<file path="src/rtl/pbus_pkg.sv">
// Shared types and constants for the parallel-bus configuration sequencer.
package pbus_pkg;

  localparam logic CMD_WR = 1'b0;
  localparam logic CMD_RD = 1'b1;

  localparam int TIMEOUT_CYCLES_DEF = 1024;

  function automatic int tmo_width(input int n);
    return (n > 1) ? $clog2(n) : 1;
  endfunction

  localparam int TMO_W_DEF = tmo_width(TIMEOUT_CYCLES_DEF);

  typedef enum logic [1:0] {
    HS_IDLE,
    HS_LOAD,
    HS_FIN
  } hs_state_t;

  typedef enum logic [3:0] {
    S_IDLE,
    S_FETCH,
    S_T_ISSUE,
    S_T_WAIT,
    S_V_ISSUE,
    S_V_WAIT,
    S_NEXT,
    S_H_ISSUE,
    S_H_WAIT
  } seq_state_t;

endpackage

</file>
<file path="src/rtl/pbus_cfg_sequencer_if.sv">
// Engine-side bus of the sequencer: command/address/data out, busy/finish/rdata back.
interface pbus_cfg_sequencer_if #(
  parameter int ADDR_WIDTH = 8,
  parameter int DATA_WIDTH = 8
);
  logic                  eng_load;
  logic                  eng_wr_cmd;
  logic [ADDR_WIDTH-1:0] eng_addr;
  logic [DATA_WIDTH-1:0] eng_wdata;
  logic [DATA_WIDTH-1:0] eng_rdata;
  logic                  eng_busy;
  logic                  eng_finish;

  modport master (
    output eng_load, eng_wr_cmd, eng_addr, eng_wdata,
    input  eng_rdata, eng_busy, eng_finish
  );

  modport slave (
    input  eng_load, eng_wr_cmd, eng_addr, eng_wdata,
    output eng_rdata, eng_busy, eng_finish
  );
endinterface

</file>
<file path="src/rtl/pbus_handshake.sv">
// One engine operation: hold load until busy, then wait for finish; each phase
// has its own timeout window.
module pbus_handshake
  import pbus_pkg::*;
#(
  parameter int TIMEOUT_CYCLES = TIMEOUT_CYCLES_DEF
) (
  input  logic i_clk,
  input  logic i_rst,
  input  logic i_go,
  input  logic i_busy,
  input  logic i_finish,
  output logic o_load,
  output logic o_done,
  output logic o_tmo
);
  localparam int            CW      = tmo_width(TIMEOUT_CYCLES);
  localparam logic [CW-1:0] CNT_MAX = CW'(TIMEOUT_CYCLES - 1);

  hs_state_t     r_state, w_state_nx;
  logic [CW-1:0] r_cnt, w_cnt_nx;
  logic          w_cnt_max;

  assign w_cnt_max = (r_cnt == CNT_MAX);

  always_ff @(posedge i_clk or negedge i_rst) begin
    if (!i_rst) begin
      r_state <= HS_IDLE;
      r_cnt   <= '0;
    end else begin
      r_state <= w_state_nx;
      r_cnt   <= w_cnt_nx;
    end
  end

  // Load is decoded from state so an async reset drops it immediately.
  always_comb begin
    w_state_nx = r_state;
    w_cnt_nx   = r_cnt + CW'(1);
    o_load     = 1'b0;
    o_done     = 1'b0;
    o_tmo      = 1'b0;
    unique case (r_state)
      HS_IDLE: begin
        w_cnt_nx = '0;
        if (i_go) w_state_nx = HS_LOAD;
      end
      HS_LOAD: begin
        o_load = 1'b1;
        if (i_busy) begin
          w_state_nx = HS_FIN;
          w_cnt_nx   = '0;
        end else if (w_cnt_max) begin
          o_tmo      = 1'b1;
          w_state_nx = HS_IDLE;
        end
      end
      HS_FIN: begin
        if (i_finish) begin
          o_done     = 1'b1;
          w_state_nx = HS_IDLE;
        end else if (w_cnt_max) begin
          o_tmo      = 1'b1;
          w_state_nx = HS_IDLE;
        end
      end
      default: w_state_nx = HS_IDLE;
    endcase
  end

endmodule

</file>
<file path="src/rtl/pbus_cfg_sequencer.sv">
// Replays an (addr,data) table into the bus engine and interleaves host ops.
// Build option PBUS_VERIFY_EN: read back every table write and flag mismatches.
module pbus_cfg_sequencer
  import pbus_pkg::*;
#(
  parameter int ADDR_WIDTH     = 8,
  parameter int DATA_WIDTH     = 8,
  parameter int IDX_WIDTH      = 4,
  parameter int TIMEOUT_CYCLES = TIMEOUT_CYCLES_DEF
) (
  input  logic                  i_clk,
  input  logic                  i_rst,
  input  logic                  i_start,
  input  logic [IDX_WIDTH:0]    i_run_len,
  output logic [IDX_WIDTH-1:0]  o_tbl_idx,
  input  logic [ADDR_WIDTH-1:0] i_tbl_addr,
  input  logic [DATA_WIDTH-1:0] i_tbl_data,
  input  logic                  i_host_req,
  input  logic                  i_host_wr_cmd,
  input  logic [ADDR_WIDTH-1:0] i_host_addr,
  input  logic [DATA_WIDTH-1:0] i_host_wdata,
  output logic                  o_host_ack,
  output logic [DATA_WIDTH-1:0] o_host_rdata,
  output logic                  o_seq_busy,
  output logic                  o_seq_done,
  output logic                  o_seq_err,
`ifdef PBUS_VERIFY_EN
  output logic [IDX_WIDTH-1:0]  o_err_idx,
`endif
  pbus_cfg_sequencer_if.master  eng
);

  seq_state_t            r_state, w_state_nx;
  logic [IDX_WIDTH-1:0]  r_idx, w_idx_nx;
  logic [IDX_WIDTH:0]    r_len, w_len_nx;
  logic [IDX_WIDTH:0]    w_idx_p1;
  logic                  r_run, w_run_nx;
  logic                  r_err, w_err_nx;
  logic                  r_done, w_done_nx;
  logic                  r_ack, w_ack_nx;
  logic                  r_last_host, w_last_host_nx;
  logic [DATA_WIDTH-1:0] r_rdata, w_rdata_nx;
  logic                  r_cmd, w_cmd_nx;
  logic [ADDR_WIDTH-1:0] r_addr, w_addr_nx;
  logic [DATA_WIDTH-1:0] r_wdata, w_wdata_nx;
`ifdef PBUS_VERIFY_EN
  logic [IDX_WIDTH-1:0]  r_err_idx, w_err_idx_nx;
`endif
  logic                  w_go, w_hs_done, w_hs_tmo, w_load;

  pbus_handshake #(.TIMEOUT_CYCLES(TIMEOUT_CYCLES)) u_hs (
    .i_clk    (i_clk),
    .i_rst    (i_rst),
    .i_go     (w_go),
    .i_busy   (eng.eng_busy),
    .i_finish (eng.eng_finish),
    .o_load   (w_load),
    .o_done   (w_hs_done),
    .o_tmo    (w_hs_tmo)
  );

  assign w_idx_p1 = {1'b0, r_idx} + (IDX_WIDTH+1)'(1);

  always_ff @(posedge i_clk or negedge i_rst) begin
    if (!i_rst) begin
      r_state     <= S_IDLE;
      r_idx       <= '0;
      r_len       <= '0;
      r_run       <= 1'b0;
      r_err       <= 1'b0;
      r_done      <= 1'b0;
      r_ack       <= 1'b0;
      r_last_host <= 1'b0;
      r_rdata     <= '0;
      r_cmd       <= CMD_WR;
      r_addr      <= '0;
      r_wdata     <= '0;
`ifdef PBUS_VERIFY_EN
      r_err_idx   <= '0;
`endif
    end else begin
      r_state     <= w_state_nx;
      r_idx       <= w_idx_nx;
      r_len       <= w_len_nx;
      r_run       <= w_run_nx;
      r_err       <= w_err_nx;
      r_done      <= w_done_nx;
      r_ack       <= w_ack_nx;
      r_last_host <= w_last_host_nx;
      r_rdata     <= w_rdata_nx;
      r_cmd       <= w_cmd_nx;
      r_addr      <= w_addr_nx;
      r_wdata     <= w_wdata_nx;
`ifdef PBUS_VERIFY_EN
      r_err_idx   <= w_err_idx_nx;
`endif
    end
  end

  always_comb begin
    w_state_nx     = r_state;
    w_idx_nx       = r_idx;
    w_len_nx       = r_len;
    w_run_nx       = r_run;
    w_err_nx       = r_err;
    w_done_nx      = 1'b0;
    w_ack_nx       = 1'b0;
    w_last_host_nx = r_last_host;
    w_rdata_nx     = r_rdata;
    w_cmd_nx       = r_cmd;
    w_addr_nx      = r_addr;
    w_wdata_nx     = r_wdata;
`ifdef PBUS_VERIFY_EN
    w_err_idx_nx   = r_err_idx;
`endif
    w_go           = 1'b0;
    unique case (r_state)
      S_IDLE: begin
        if (i_start) begin
          w_err_nx       = 1'b0;
          w_idx_nx       = '0;
          w_len_nx       = i_run_len;
          w_last_host_nx = 1'b0;
          if (i_run_len == '0) begin
            w_done_nx = 1'b1;
          end else begin
            w_run_nx   = 1'b1;
            w_state_nx = S_FETCH;
          end
        end else if (i_host_req) begin
          w_state_nx = S_H_ISSUE;
        end
      end
      // ROM output for the new index lands during this cycle.
      S_FETCH: w_state_nx = S_T_ISSUE;
      S_T_ISSUE: begin
        w_cmd_nx       = CMD_WR;
        w_addr_nx      = i_tbl_addr;
        w_wdata_nx     = i_tbl_data;
        w_last_host_nx = 1'b0;
        w_go           = 1'b1;
        w_state_nx     = S_T_WAIT;
      end
      S_T_WAIT: begin
        if (w_hs_tmo) begin
          w_err_nx   = 1'b1;
          w_done_nx  = 1'b1;
          w_run_nx   = 1'b0;
          w_state_nx = S_IDLE;
        end else if (w_hs_done) begin
`ifdef PBUS_VERIFY_EN
          w_state_nx = S_V_ISSUE;
`else
          w_state_nx = S_NEXT;
`endif
        end
      end
`ifdef PBUS_VERIFY_EN
      // Readback keeps r_wdata as the compare reference.
      S_V_ISSUE: begin
        w_cmd_nx   = CMD_RD;
        w_go       = 1'b1;
        w_state_nx = S_V_WAIT;
      end
      S_V_WAIT: begin
        if (w_hs_tmo) begin
          w_err_nx   = 1'b1;
          w_done_nx  = 1'b1;
          w_run_nx   = 1'b0;
          w_state_nx = S_IDLE;
        end else if (w_hs_done) begin
          if (eng.eng_rdata != r_wdata) begin
            w_err_nx     = 1'b1;
            w_err_idx_nx = r_idx;
          end
          w_state_nx = S_NEXT;
        end
      end
`endif
      S_NEXT: begin
        if (w_idx_p1 == r_len) begin
          w_done_nx  = 1'b1;
          w_run_nx   = 1'b0;
          w_state_nx = S_IDLE;
        end else if (i_host_req && !r_last_host) begin
          w_state_nx = S_H_ISSUE;
        end else begin
          w_idx_nx   = r_idx + IDX_WIDTH'(1);
          w_state_nx = S_FETCH;
        end
      end
      S_H_ISSUE: begin
        w_cmd_nx       = i_host_wr_cmd;
        w_addr_nx      = i_host_addr;
        w_wdata_nx     = i_host_wdata;
        w_last_host_nx = 1'b1;
        w_go           = 1'b1;
        w_state_nx     = S_H_WAIT;
      end
      S_H_WAIT: begin
        if (w_hs_tmo || w_hs_done) begin
          w_ack_nx = 1'b1;
          if (w_hs_tmo) w_err_nx = 1'b1;
          else if (r_cmd == CMD_RD) w_rdata_nx = eng.eng_rdata;
          if (r_run) begin
            w_idx_nx   = r_idx + IDX_WIDTH'(1);
            w_state_nx = S_FETCH;
          end else begin
            w_state_nx = S_IDLE;
          end
        end
      end
      default: w_state_nx = S_IDLE;
    endcase
  end

  assign o_tbl_idx      = r_idx;
  assign o_host_ack     = r_ack;
  assign o_host_rdata   = r_rdata;
  assign o_seq_busy     = r_run;
  assign o_seq_done     = r_done;
  assign o_seq_err      = r_err;
`ifdef PBUS_VERIFY_EN
  assign o_err_idx      = r_err_idx;
`endif
  assign eng.eng_load   = w_load;
  assign eng.eng_wr_cmd = r_cmd;
  assign eng.eng_addr   = r_addr;
  assign eng.eng_wdata  = r_wdata;

endmodule

</file>
<file path="src/flat_wrapper.sv">
// flat-port wrapper written by rule: the top's interface ports become plain ports
module pbus_cfg_sequencer_flat import pbus_pkg::*;
#(
  parameter int ADDR_WIDTH     = 8,
  parameter int DATA_WIDTH     = 8,
  parameter int IDX_WIDTH      = 4,
  parameter int TIMEOUT_CYCLES = TIMEOUT_CYCLES_DEF
)
  (i_clk, i_rst, i_start, i_run_len, o_tbl_idx, i_tbl_addr, i_tbl_data, i_host_req, i_host_wr_cmd, i_host_addr, i_host_wdata, o_host_ack, o_host_rdata, o_seq_busy, o_seq_done, o_seq_err, eng_eng_load, eng_eng_wr_cmd, eng_eng_addr, eng_eng_wdata, eng_eng_rdata, eng_eng_busy, eng_eng_finish);
  pbus_cfg_sequencer_if #(.ADDR_WIDTH(ADDR_WIDTH), .DATA_WIDTH(DATA_WIDTH)) eng_i ();
  input  logic i_clk;
  input  logic i_rst;
  input  logic i_start;
  input  logic [IDX_WIDTH:0] i_run_len;
  output logic [IDX_WIDTH-1:0] o_tbl_idx;
  input  logic [ADDR_WIDTH-1:0] i_tbl_addr;
  input  logic [DATA_WIDTH-1:0] i_tbl_data;
  input  logic i_host_req;
  input  logic i_host_wr_cmd;
  input  logic [ADDR_WIDTH-1:0] i_host_addr;
  input  logic [DATA_WIDTH-1:0] i_host_wdata;
  output logic o_host_ack;
  output logic [DATA_WIDTH-1:0] o_host_rdata;
  output logic o_seq_busy;
  output logic o_seq_done;
  output logic o_seq_err;
  output wire logic [$bits(eng_i.eng_load)-1:0] eng_eng_load;
  output wire logic [$bits(eng_i.eng_wr_cmd)-1:0] eng_eng_wr_cmd;
  output wire logic [$bits(eng_i.eng_addr)-1:0] eng_eng_addr;
  output wire logic [$bits(eng_i.eng_wdata)-1:0] eng_eng_wdata;
  input wire logic [$bits(eng_i.eng_rdata)-1:0] eng_eng_rdata;
  input wire logic [$bits(eng_i.eng_busy)-1:0] eng_eng_busy;
  input wire logic [$bits(eng_i.eng_finish)-1:0] eng_eng_finish;
  assign eng_eng_load = eng_i.eng_load;
  assign eng_eng_wr_cmd = eng_i.eng_wr_cmd;
  assign eng_eng_addr = eng_i.eng_addr;
  assign eng_eng_wdata = eng_i.eng_wdata;
  assign eng_i.eng_rdata = eng_eng_rdata;
  assign eng_i.eng_busy = eng_eng_busy;
  assign eng_i.eng_finish = eng_eng_finish;
  pbus_cfg_sequencer #(.ADDR_WIDTH(ADDR_WIDTH), .DATA_WIDTH(DATA_WIDTH), .IDX_WIDTH(IDX_WIDTH), .TIMEOUT_CYCLES(TIMEOUT_CYCLES)) u_core (.i_clk(i_clk), .i_rst(i_rst), .i_start(i_start), .i_run_len(i_run_len), .o_tbl_idx(o_tbl_idx), .i_tbl_addr(i_tbl_addr), .i_tbl_data(i_tbl_data), .i_host_req(i_host_req), .i_host_wr_cmd(i_host_wr_cmd), .i_host_addr(i_host_addr), .i_host_wdata(i_host_wdata), .o_host_ack(o_host_ack), .o_host_rdata(o_host_rdata), .o_seq_busy(o_seq_busy), .o_seq_done(o_seq_done), .o_seq_err(o_seq_err), .eng(eng_i));
endmodule
</file>
<file path="config.mk">
export PLATFORM = sky130hd
export DESIGN_NAME = pbus_cfg_sequencer_flat
export DESIGN_NICKNAME = d
export VERILOG_FILES = /design/src/rtl/pbus_pkg.sv /design/src/rtl/pbus_cfg_sequencer_if.sv /design/src/rtl/pbus_handshake.sv /design/src/rtl/pbus_cfg_sequencer.sv /design/src/flat_wrapper.sv
export SDC_FILE = /design/constraint.sdc
export NUM_CORES = 1
export LEC_CHECK = 0
export CAP_MARGIN = 15
export CORE_ASPECT_RATIO = 1.75
export CORE_MARGIN = 3
export CORE_UTILIZATION = 30
export CTS_BUF_LIST = sky130_fd_sc_hd__clkbuf_2
export DETAILED_ROUTE_END_ITERATION = 10
export GPL_TIMING_DRIVEN = 1
export SKIP_LAST_GASP = 1
export SLEW_MARGIN = 20
export SYNTH_ARGS = -nofsm -noshare
export SYNTH_HDL_FRONTEND = slang
export SYNTH_SLANG_ARGS = --single-unit
</file>
<file path="constraint.sdc">
create_clock -name i_clk -period 2 [get_ports i_clk]
set_input_delay 0.5 -clock i_clk [delete_from_list [all_inputs] [get_ports i_clk]]
set_output_delay 0.5 -clock i_clk [all_outputs]
set_load 0.005 [all_outputs]
</file>
==> flow_summary.toml, run 1 <==
[timing]
finClkSkew_ns = 0.03472
hold_slack_ns = 0.4693
hold_violations = 0
finalWorstSetupSlack_ns = -0.03901
tightestPinTransition_ns = 0.6690
setup_violations = 4
tns_ns = -0.05882
fmax_mhz = 490.4
min_period_over_period_pct = 102.0
rsz0062_at_grt = "true"
slew_headroom_pct = 55.10
finalWorstPathRequiredPeriod_ns = 2.039
drv_slew = 0

[layout]
multi_input_area_um2 = 1480
final_cell_mix = "clkdlybuf4s50_1, dfrtp_1, buf_4"
layout_commonest_cell = "clkdlybuf4s50_1"
drive_gt1_share_pct = 24.07
regArea_um2 = 1378
layout.cells.non_filler = 524
fillers = 877
syn_to_final_growth_pct = 55.38
post-route-util_pct = 47.99
nets = 461

[status]
violations = "negative setup slack"
status = "complete, but fails checks"

[global_routing]
grt_max_degree = 38
gr-total-overflow = 0
grt_pass1_wl_mm = 11.75
met2_usage_pct = 26.22
grt.total_usage_pct = 13.99
antenna_found_initial = 1
grt_pass1_vias = 2559
gr-usage-met1_pct = 14.24
top_usage_layer = "met2"
grtUsageMet3_pct = 3.091

[route]
num_vias = 2532
avgViaCountPerCell = 4.832
ant_nets = 0
routed_wl_mm = 7.329
drc = 0
drt_iter0_markers = 71
drtPass1Iterations = 4
wl_per_cell_um = 13.99

[critical_path]
crit_fanout = 3
path_delay_family = "compound AO/OA/AOI/OAI gates"
cpMostUsedCell = "nand2b_4"
path_cells = "buf_6 > inv_6 > ha_4 > nand2b_4 > a2111oi_4 > a21oi_2 > nand2b_4 > and3_4 > mux2_4"
slowest_stage = "dfrtp_1"
slowest_delay_ns = 0.47
arrival_ns = 2.43
critPathRequiredTime_ns = 2.39
cp-end-kind = "register"
crit_type = "reg2reg"
critPathBufInv = 2
start_kind = "register"

[die]
ios = 86
start_util_pct = 30.89
core_area_um2 = 9151
die_w_um = 79.38
fp.dieH_um = 134.4
dieArea_um2 = 10670
placement_rows = 46

[place]
hpwl_mm = 5.551
io_buffer_count = 85
place_congestion = 0.8256
place_ws_ns = -0.3557
dp.cells = 501

[cts]
clk_latency_ns = 0.47
cts.sink_count = 55
numCtsBuffers = 5
cts_tree = "yes"
clk_path_buf_depth = 2
path_clk_slew_ns = 0.30
cts_htree_levels = 2
ctsRootBufferMaster = "clkbuf_2"

[power]
power.density_nw_per_um2 = 1091
ir_drop_mv = 0.4964
power.leakage_nw = 2.180

[logic_synthesis]
synth.avg_cell_area_um2 = 10.32
syn_area_um2 = 2826
synthCells = 274
ys_warn_count = 0
synthArstFlopShare_pct = 100.0
synthDistinctLibCells = 51
synth.yosys.seq_area_share_pct = 48.69
synth_edf_count = 0
synth_ff_type = "dfrtp_1"
syn_nets = 332
ys_seq_elements = 55

[flow_run]
drv.max_cap_violation_count = 0

[worst_hold_path]
hp-class = "in2async"
[cell usage after synthesis (2+ instances only)]
cell type | number | area [um2]
a211oi_1 | 2 | 15.01
a21oi_1 | 10 | 50.05
a31oi_1 | 2 | 12.51
and2_1 | 2 | 12.51
and3_1 | 2 | 12.51
buf_2 | 4 | 20.02
clkbuf_1 | 6 | 22.52
dfrtp_1 | 55 | 1376
ha_1 | 6 | 75.07
inv_1 | 8 | 30.03
mux2_2 | 13 | 146.4
mux2i_1 | 18 | 180.2
nand2_1 | 31 | 116.4
nand2b_1 | 5 | 31.28
nand3_1 | 13 | 65.06
nand4_1 | 2 | 12.51
nor2_1 | 21 | 78.83
nor2b_1 | 4 | 25.02
nor3_1 | 4 | 20.02
nor3b_1 | 2 | 15.01
o21ai_0 | 19 | 95.09
o21ai_1 | 2 | 10.01
o22ai_1 | 2 | 12.51
o32ai_1 | 2 | 17.52
or3_1 | 2 | 12.51
xnor2_1 | 6 | 52.55
xor2_1 | 7 | 61.31
[state kept, by name (all words and copies together), names as in the netlist, 2 cells and up]
register / count
u_core.u_hs.r_state: 2
u_core.r_len: 5
u_core.u_hs.r_cnt: 10
u_core.o_host_rdata: 8
u_core.r_state: 4
u_core.eng.eng_wdata: 8
u_core.o_tbl_idx: 4
u_core.eng.eng_addr: 8
[layout make-up]
type	instances	share of cell area (%)
multi-input combinational	200	33.70
clock buffer	5	0.5698
clock inverter	2	0.8547
sequential	55	31.37
tap	120	3.419
timing repair buffer	133	29.23
inverter	8	0.7977
antenna	1	0.05698
[timing repair]
action	CTS	global route
gates resized for setup	21	15
buffers inserted	9	5
pin swaps	7	4
hold buffers	1	0
cloned	0	0
hold endpoints to repair	18	0
setup endpoints to repair	10	27
[final timing paths]
path,start,end,slack [ns],cells past startpoint
worst max register to register,u_core.u_hs.r_state[0],u_core.o_tbl_idx[0],-0.04,9
min in group i_clk,u_core.u_hs.r_cnt[0],u_core.u_hs.r_cnt[0],0.51,1
worst max-delay path,u_core.u_hs.r_state[0],u_core.o_tbl_idx[0],-0.04,9
worst min register to register,u_core.u_hs.r_cnt[0],u_core.u_hs.r_cnt[0],0.51,1
worst min-delay path,i_rst,u_core.r_len[4],0.47,2
max in group asynchronous,i_rst,u_core.r_len[3],0.95,3
[routing by layer]
| layer | share of wire (%) | wire, um | up-vias |
|---|---|---|---|
| met2 | 57 | 4149 | 79 |
| met3 | 4.4 | 325 | 21 |
| met4 | 3.6 | 261 | 0 |
| met5 | 0 | 0 | - |
| li1 | - | - | 1213 |
| met1 | 35 | 2592 | 1219 |
[metrics by stage]
step / cell area, um2 / power, mW
2_1_floorplan: 2856 / 2.947
3_3_place_gp: 4088 / 3.998
3_5_place_dp: 4088 / 4.060
4_1_cts: 4280 / 4.770
5_1_grt: 4392 / 5.188
6_report: 4392 / 4.791
[cell families (layout without fill, tap and decap cells)]
logic type | after synthesis | count (layout) | synth area share (%)
AOI/OAI and AO/OA | 51 | 51 | 11.86
adders and majority gates | 6 | 6 | 2.656
xor gates and xnor gates | 13 | 13 | 4.028
other | 0 | 1 | 0
DFF | 55 | 55 | 48.69
and+or+nand+nor | 98 | 98 | 17.84
muxes | 32 | 32 | 12.08
buffers and inverters | 19 | 148 | 2.833
[report_power, final]
group	internal [mW]	switching (mW)	total [mW]	leakage (nW)
combinational	1.36	1.14	2.50	1.43
sequential	1.45	0.279	1.73	0.714
clock	0.203	0.360	0.563	0.0351
total	3.01	1.78	4.79	2.18
[worst reg2reg max path, cell delays in order, from the launching register on]
cell and delay [ns]:
dfrtp_1 0.47, buf_6 0.13, inv_6 0.06, ha_4 0.14, nand2b_4 0.06, a2111oi_4 0.40
a21oi_2 0.09, nand2b_4 0.11, and3_4 0.20, mux2_4 0.29
Power figures use the tool's default switching activity.
==> run 2, diff against run 1 <==
--- a/config.mk
+++ b/config.mk
@@ -5,6 +5,7 @@
 export SDC_FILE = /design/constraint.sdc
 export NUM_CORES = 1
 export LEC_CHECK = 0
+export ABC_AREA = 1
 export CAP_MARGIN = 15
 export CORE_ASPECT_RATIO = 1.75
 export CORE_MARGIN = 3
==> flow_summary.toml, run 2 <==
[route]
ant_nets = 0
routed_wl_mm = 8.163
drc = 0
num_vias = 2858
drtPass1Iterations = 6
wl_per_cell_um = 13.54
avgViaCountPerCell = 4.740
drt_iter0_markers = 109

[layout]
nets = 539
syn_to_final_growth_pct = 44.59
largest_register_ffs = 10
fillers = 949
post-route-util_pct = 45.24
multi_input_area_um2 = 1336
final_cell_mix = "nand2_1, clkdlybuf4s50_1, dfrtp_1"
drive_gt1_share_pct = 12.24
regMostFlops = "u_core.u_hs.r_cnt"
layout.cells.non_filler = 603
layout_commonest_cell = "nand2_1"
regArea_um2 = 1380

[worst_hold_path]
hp-class = "reg2reg"
whs_endpoint = "u_core.u_hs.r_cnt[0]"
worstHoldStart = "u_core.u_hs.r_cnt[0]"
holdPathStages = 1

[timing]
finalWorstPathRequiredPeriod_ns = 1.915
min_period_over_period_pct = 95.75
rsz0062_at_grt = "false"
setup_violations = 0
tightestPinTransition_ns = 0.3809
finClkSkew_ns = 0.02278
drv_slew = 0
hold_violations = 0
hold_slack_ns = 0.4838
tns_ns = 0
slew_headroom_pct = 74.51
fmax_mhz = 522.2

[logic_synthesis]
synthTopCellsByCount = "nand2_1, dfrtp_1, nor2_1"
synth_edf_count = 0
ys_warn_count = 0
synthArstFlopShare_pct = 100.0
synth_ff_type = "dfrtp_1"
yosysMostFrequentCell = "nand2_1"
synth.avg_cell_area_um2 = 7.788
ys_top_cells_by_area = "dfrtp_1, nand2_1, nor2_1"
yosysTopAreaCell = "dfrtp_1"
synth.yosys.seq_area_share_pct = 47.76
synthCells = 370
ys_seq_elements = 55
syn_area_um2 = 2882
netlist.area_leader.share_pct = 47.76
syn_nets = 428
synthDistinctLibCells = 31

[critical_path]
critPathRequiredTime_ns = 1.50
reg2reg_from = "u_core.u_hs.r_cnt[0]"
critPathBufInv = 1
arrival_ns = 1.41
cp-end-kind = "output pin"
crit_type = "reg2out"
rr_worst_depth = 11
crit_fanout = 2
r2r_setup_slack_ns = 0.21
reg2reg_to = "u_core.r_state[0]"
slowest_delay_ns = 0.52
start_kind = "register"
path_delay_family = "buffers and inverters"
path_cells = "clkdlybuf4s50_1"
slowest_stage = "clkdlybuf4s50_1"

[flow_run]
drv.max_cap_violation_count = 0

[die]
dieArea_um2 = 10860
start_util_pct = 31.29
placement_rows = 46
fp.dieH_um = 135.7
ios = 86
core_area_um2 = 9209
die_w_um = 80.09

[cts]
cts.sink_count = 55
path_clk_slew_ns = 0.28
ctsRootBufferMaster = "clkbuf_2"
clk_latency_ns = 0.47
clk_path_buf_depth = 2
numCtsBuffers = 5
cts_tree = "yes"
cts_htree_levels = 2

[power]
power.density_nw_per_um2 = 1080
total_power_mw = 4.501
ir_drop_mv = 0.5051
power.leakage_nw = 2.058

[place]
io_buffer_count = 85
dp.cells = 582
hpwl_mm = 6.222
place_congestion = 0.8381

[global_routing]
gr-total-overflow = 0
antenna_found_initial = 1
grt.total_usage_pct = 15.18
grt_pass1_wl_mm = 12.89
grt_pass1_vias = 2705
grt_max_degree = 56

[status]
status = "finished clean"
[run 2: cell families after synthesis]
kind of cell               after synthesis  share of synthesized area, %
and+or+nand+nor                        217                         33.78
DFF                                     55                         47.76
buffers and inverters                   51                         6.904
AOI/OAI and AO/OA                       39                         8.338
adders and majority gates                6                         2.605
xor gates and xnor gates                 2                        0.6080
[run 2: cell type report]
type / count / area share (%)
Tap cell: 120 / 3.604
Sequential cell: 55 / 33.12
Clock buffer: 6 / 0.7207
Inverter: 41 / 3.694
Antenna cell: 1 / 0.06006
Timing Repair Buffer: 114 / 26.43
Multi-Input combinational cell: 264 / 32.07
Clock inverter: 2 / 0.3003
[run 2: per-layer routing]
metal	up-vias	wire length [um]	global-route usage [%]
met5	-	0	0
met4	0	306	7.237
met3	18	224	2.130
met2	56	4687	28.74
met1	1342	2944	15.90
li1	1442	-	-
[run 2: through the flow]
step / setup slack, ns / cell area, um2
global route: 0.0002955 / 4167
global placement: -0.03672 / 3973
finish: 0.08505 / 4167
detailed placement: -0.05248 / 3973
CTS: 0.009202 / 4095
floorplan: 0.3349 / 2882
[run 2: power by group]
| part | internal (mW) | leakage [nW] | switching [mW] |
|---|---|---|---|
| logic | 1.10 | 1.34 | 1.29 |
| clock network | 0.0904 | 0.0306 | 0.371 |
| registers | 1.44 | 0.692 | 0.202 |
| total | 2.63 | 2.06 | 1.87 |
[run 2: how the worst max path moves through the flow]
stage | from | end | slack [ns] | depth (start not counted)
floorplan | u_core.u_hs.r_state[1] | u_core.o_host_rdata[0] | 0.33 | 11
global placement | eng_eng_busy | u_core.o_tbl_idx[2] | -0.04 | 11
detailed placement | eng_eng_finish | u_core.o_tbl_idx[0] | -0.05 | 11
CTS | u_core.o_seq_busy | o_seq_busy | 0.009 | 1
global route | u_core.eng.eng_addr[5] | eng_eng_addr[5] | 0.0003 | 1
finish | u_core.eng.eng_addr[5] | eng_eng_addr[5] | 0.09 | 1
[run 2: timing repair]
action | in CTS | in global routing
setup endpoints to repair | 5 | 17
hold endpoints to repair | 55 | 0
pin swaps | 0 | 1
buffers inserted | 7 | 4
hold buffers | 1 | 0
resized for setup | 9 | 13
==> run 3, diff against run 2 <==
--- a/config.mk
+++ b/config.mk
@@ -6,13 +6,14 @@
 export NUM_CORES = 1
 export LEC_CHECK = 0
 export ABC_AREA = 1
-export CAP_MARGIN = 15
+export CAP_MARGIN = 20
 export CORE_ASPECT_RATIO = 1.75
 export CORE_MARGIN = 3
-export CORE_UTILIZATION = 30
+export CORE_UTILIZATION = 44
 export CTS_BUF_LIST = sky130_fd_sc_hd__clkbuf_2
 export DETAILED_ROUTE_END_ITERATION = 10
 export GPL_TIMING_DRIVEN = 1
+export PLACE_DENSITY = 0.78
 export SKIP_LAST_GASP = 1
 export SLEW_MARGIN = 20
 export SYNTH_ARGS = -nofsm -noshare
==> flow_summary.toml, run 3 (same netlist as run 2, synthesis figures left out) <==
[status]
status = "finished clean"

[route]
avgViaCountPerCell = 5.191
wl_per_cell_um = 13.91
drt_iter0_markers = 204
drtPass1Iterations = 5
ant_nets = 0
drc = 0
routed_wl_mm = 7.705
num_vias = 2876

[global_routing]
grt.total_usage_pct = 21.40
antenna_found_initial = 0
grt_pass1_vias = 2818
gr-total-overflow = 0
gr-usage-met1_pct = 24.40
met2_usage_pct = 38.24
grt_pass1_wl_mm = 12.63
grt_max_degree = 33
top_usage_layer = "met2"
grtUsageMet3_pct = 4.270

[critical_path]
path_delay_family = "buffers and inverters"
crit_type = "reg2out"
slowest_stage = "clkdlybuf4s50_1"
slowest_delay_ns = 0.51
critPathRequiredTime_ns = 1.50
reg2reg_to = "u_core.r_state[0]"
arrival_ns = 1.43
crit_fanout = 5
path_cells = "clkdlybuf4s50_1"
cp-end-kind = "output pin"
critPathBufInv = 1
start_kind = "register"
r2r_setup_slack_ns = 0.11
rr_worst_depth = 10
reg2reg_from = "u_core.o_tbl_idx[0]"

[flow_run]
drv.max_cap_violation_count = 0

[cts]
path_clk_slew_ns = 0.26
clk_path_buf_depth = 2
cts.sink_count = 55
ctsRootBufferMaster = "clkbuf_2"
clk_latency_ns = 0.45
cts_htree_levels = 2
cts_tree = "yes"
numCtsBuffers = 5

[layout]
n_antenna_cell = 0
drive_gt1_share_pct = 10.97
layout_commonest_cell = "nand2_1"
fillers = 555
multi_input_area_um2 = 1329
post-route-util_pct = 64.79
regMostFlops = "u_core.u_hs.r_cnt"
nets = 532
fin_area_um2 = 4066
layout.cells.non_filler = 554
largest_register_ffs = 10
regArea_um2 = 1381
final_cell_mix = "nand2_1, clkdlybuf4s50_1, dfrtp_1"
syn_to_final_growth_pct = 41.12

[timing]
fmax_mhz = 517.2
rsz0062_at_grt = "true"
hold_violations = 0
finClkSkew_ns = 0.01360
finalWorstSetupSlack_ns = 0.06649
slew_headroom_pct = 60.90
min_period_over_period_pct = 96.68
tightestPinTransition_ns = 0.5865
hold_slack_ns = 0.4697
tns_ns = 0
drv_slew = 0
setup_violations = 0
finalWorstPathRequiredPeriod_ns = 1.934

[place]
place_congestion = 0.8655
place_ws_ns = -0.03416
dp.cells = 538
io_buffer_count = 85
hpwl_mm = 5.769
placed_cell_area_um2 = 3905

[die]
die_w_um = 67.18
placement_rows = 38
fp.dieH_um = 113.1
ios = 86
dieArea_um2 = 7594
core_area_um2 = 6276
start_util_pct = 45.91

[power]
power.leakage_nw = 1.969
ir_drop_mv = 0.6654
power.density_nw_per_um2 = 1127
total_power_mw = 4.583

[worst_hold_path]
worstHoldStart = "u_core.u_hs.r_cnt[0]"
holdPathStages = 1
whs_endpoint = "u_core.u_hs.r_cnt[0]"
hp-class = "reg2reg"
==> run 3: changes by cell type in the layout (fill, tap and decap cells not counted) <==
cell,previous run,this run
dfrtp_1,52,51
bufinv_16,0,1
buf_6,1,0
buf_4,26,19
buf_12,1,2
clkinv_4,1,0
diode_2,1,0
clkdlybuf4s15_1,1,0
clkinv_1,1,0
dfrtp_2,3,4
nor2_4,2,1
nor2_1,45,46
dlymetal6s2s_1,8,2
clkdlybuf4s50_1,74,81
==> run 3: worst max path at each step <==
stage                            from                      to  depth (start not counted)
3_3_place_gp             eng_eng_busy  u_core.o_host_rdata[7]                         13
5_1_grt           u_core.o_tbl_idx[0]       u_core.r_state[0]                         10
3_5_place_dp             eng_eng_busy     u_core.o_tbl_idx[1]                         11
4_1_cts           u_core.o_tbl_idx[1]            o_tbl_idx[1]                          1
2_1_floorplan  u_core.u_hs.r_state[1]  u_core.o_host_rdata[0]                         11
6_report          u_core.o_tbl_idx[2]            o_tbl_idx[2]                          1
==> run 3: metal layers <==
| metal | share of wire, % | routed length (um) |
|---|---|---|
| met2 | 56 | 4279 |
| met3 | 4.2 | 321 |
| met1 | 38 | 2908 |
| met5 | 0 | 0 |
| met4 | 2.5 | 196 |
==> run 3: where the power goes <==
part / total [mW] / internal, mW / switching [mW]
Sequential: 1.67 / 1.44 / 0.230
Combinational: 2.36 / 1.08 / 1.27
Clock: 0.551 / 0.210 / 0.342
Total: 4.58 / 2.74 / 1.84
==> run 3: what timing repair did <==
item	in CTS	in global routing
endpoints found under the setup margin	4	7
pin swaps	0	0
hold buffers	1	0
setup buffers	3	5
hold endpoints to repair	8	0
resized for setup	8	4
==> run 3: cell type report <==
class,instances,share of cell area [%]
repair buffers,107,25.63
multi-input cells,264,32.68
inverters,41,3.785
clock buffers,6,0.7385
flip-flops and latches,55,33.97
clock inverters,1,0.7385
well taps,80,2.462
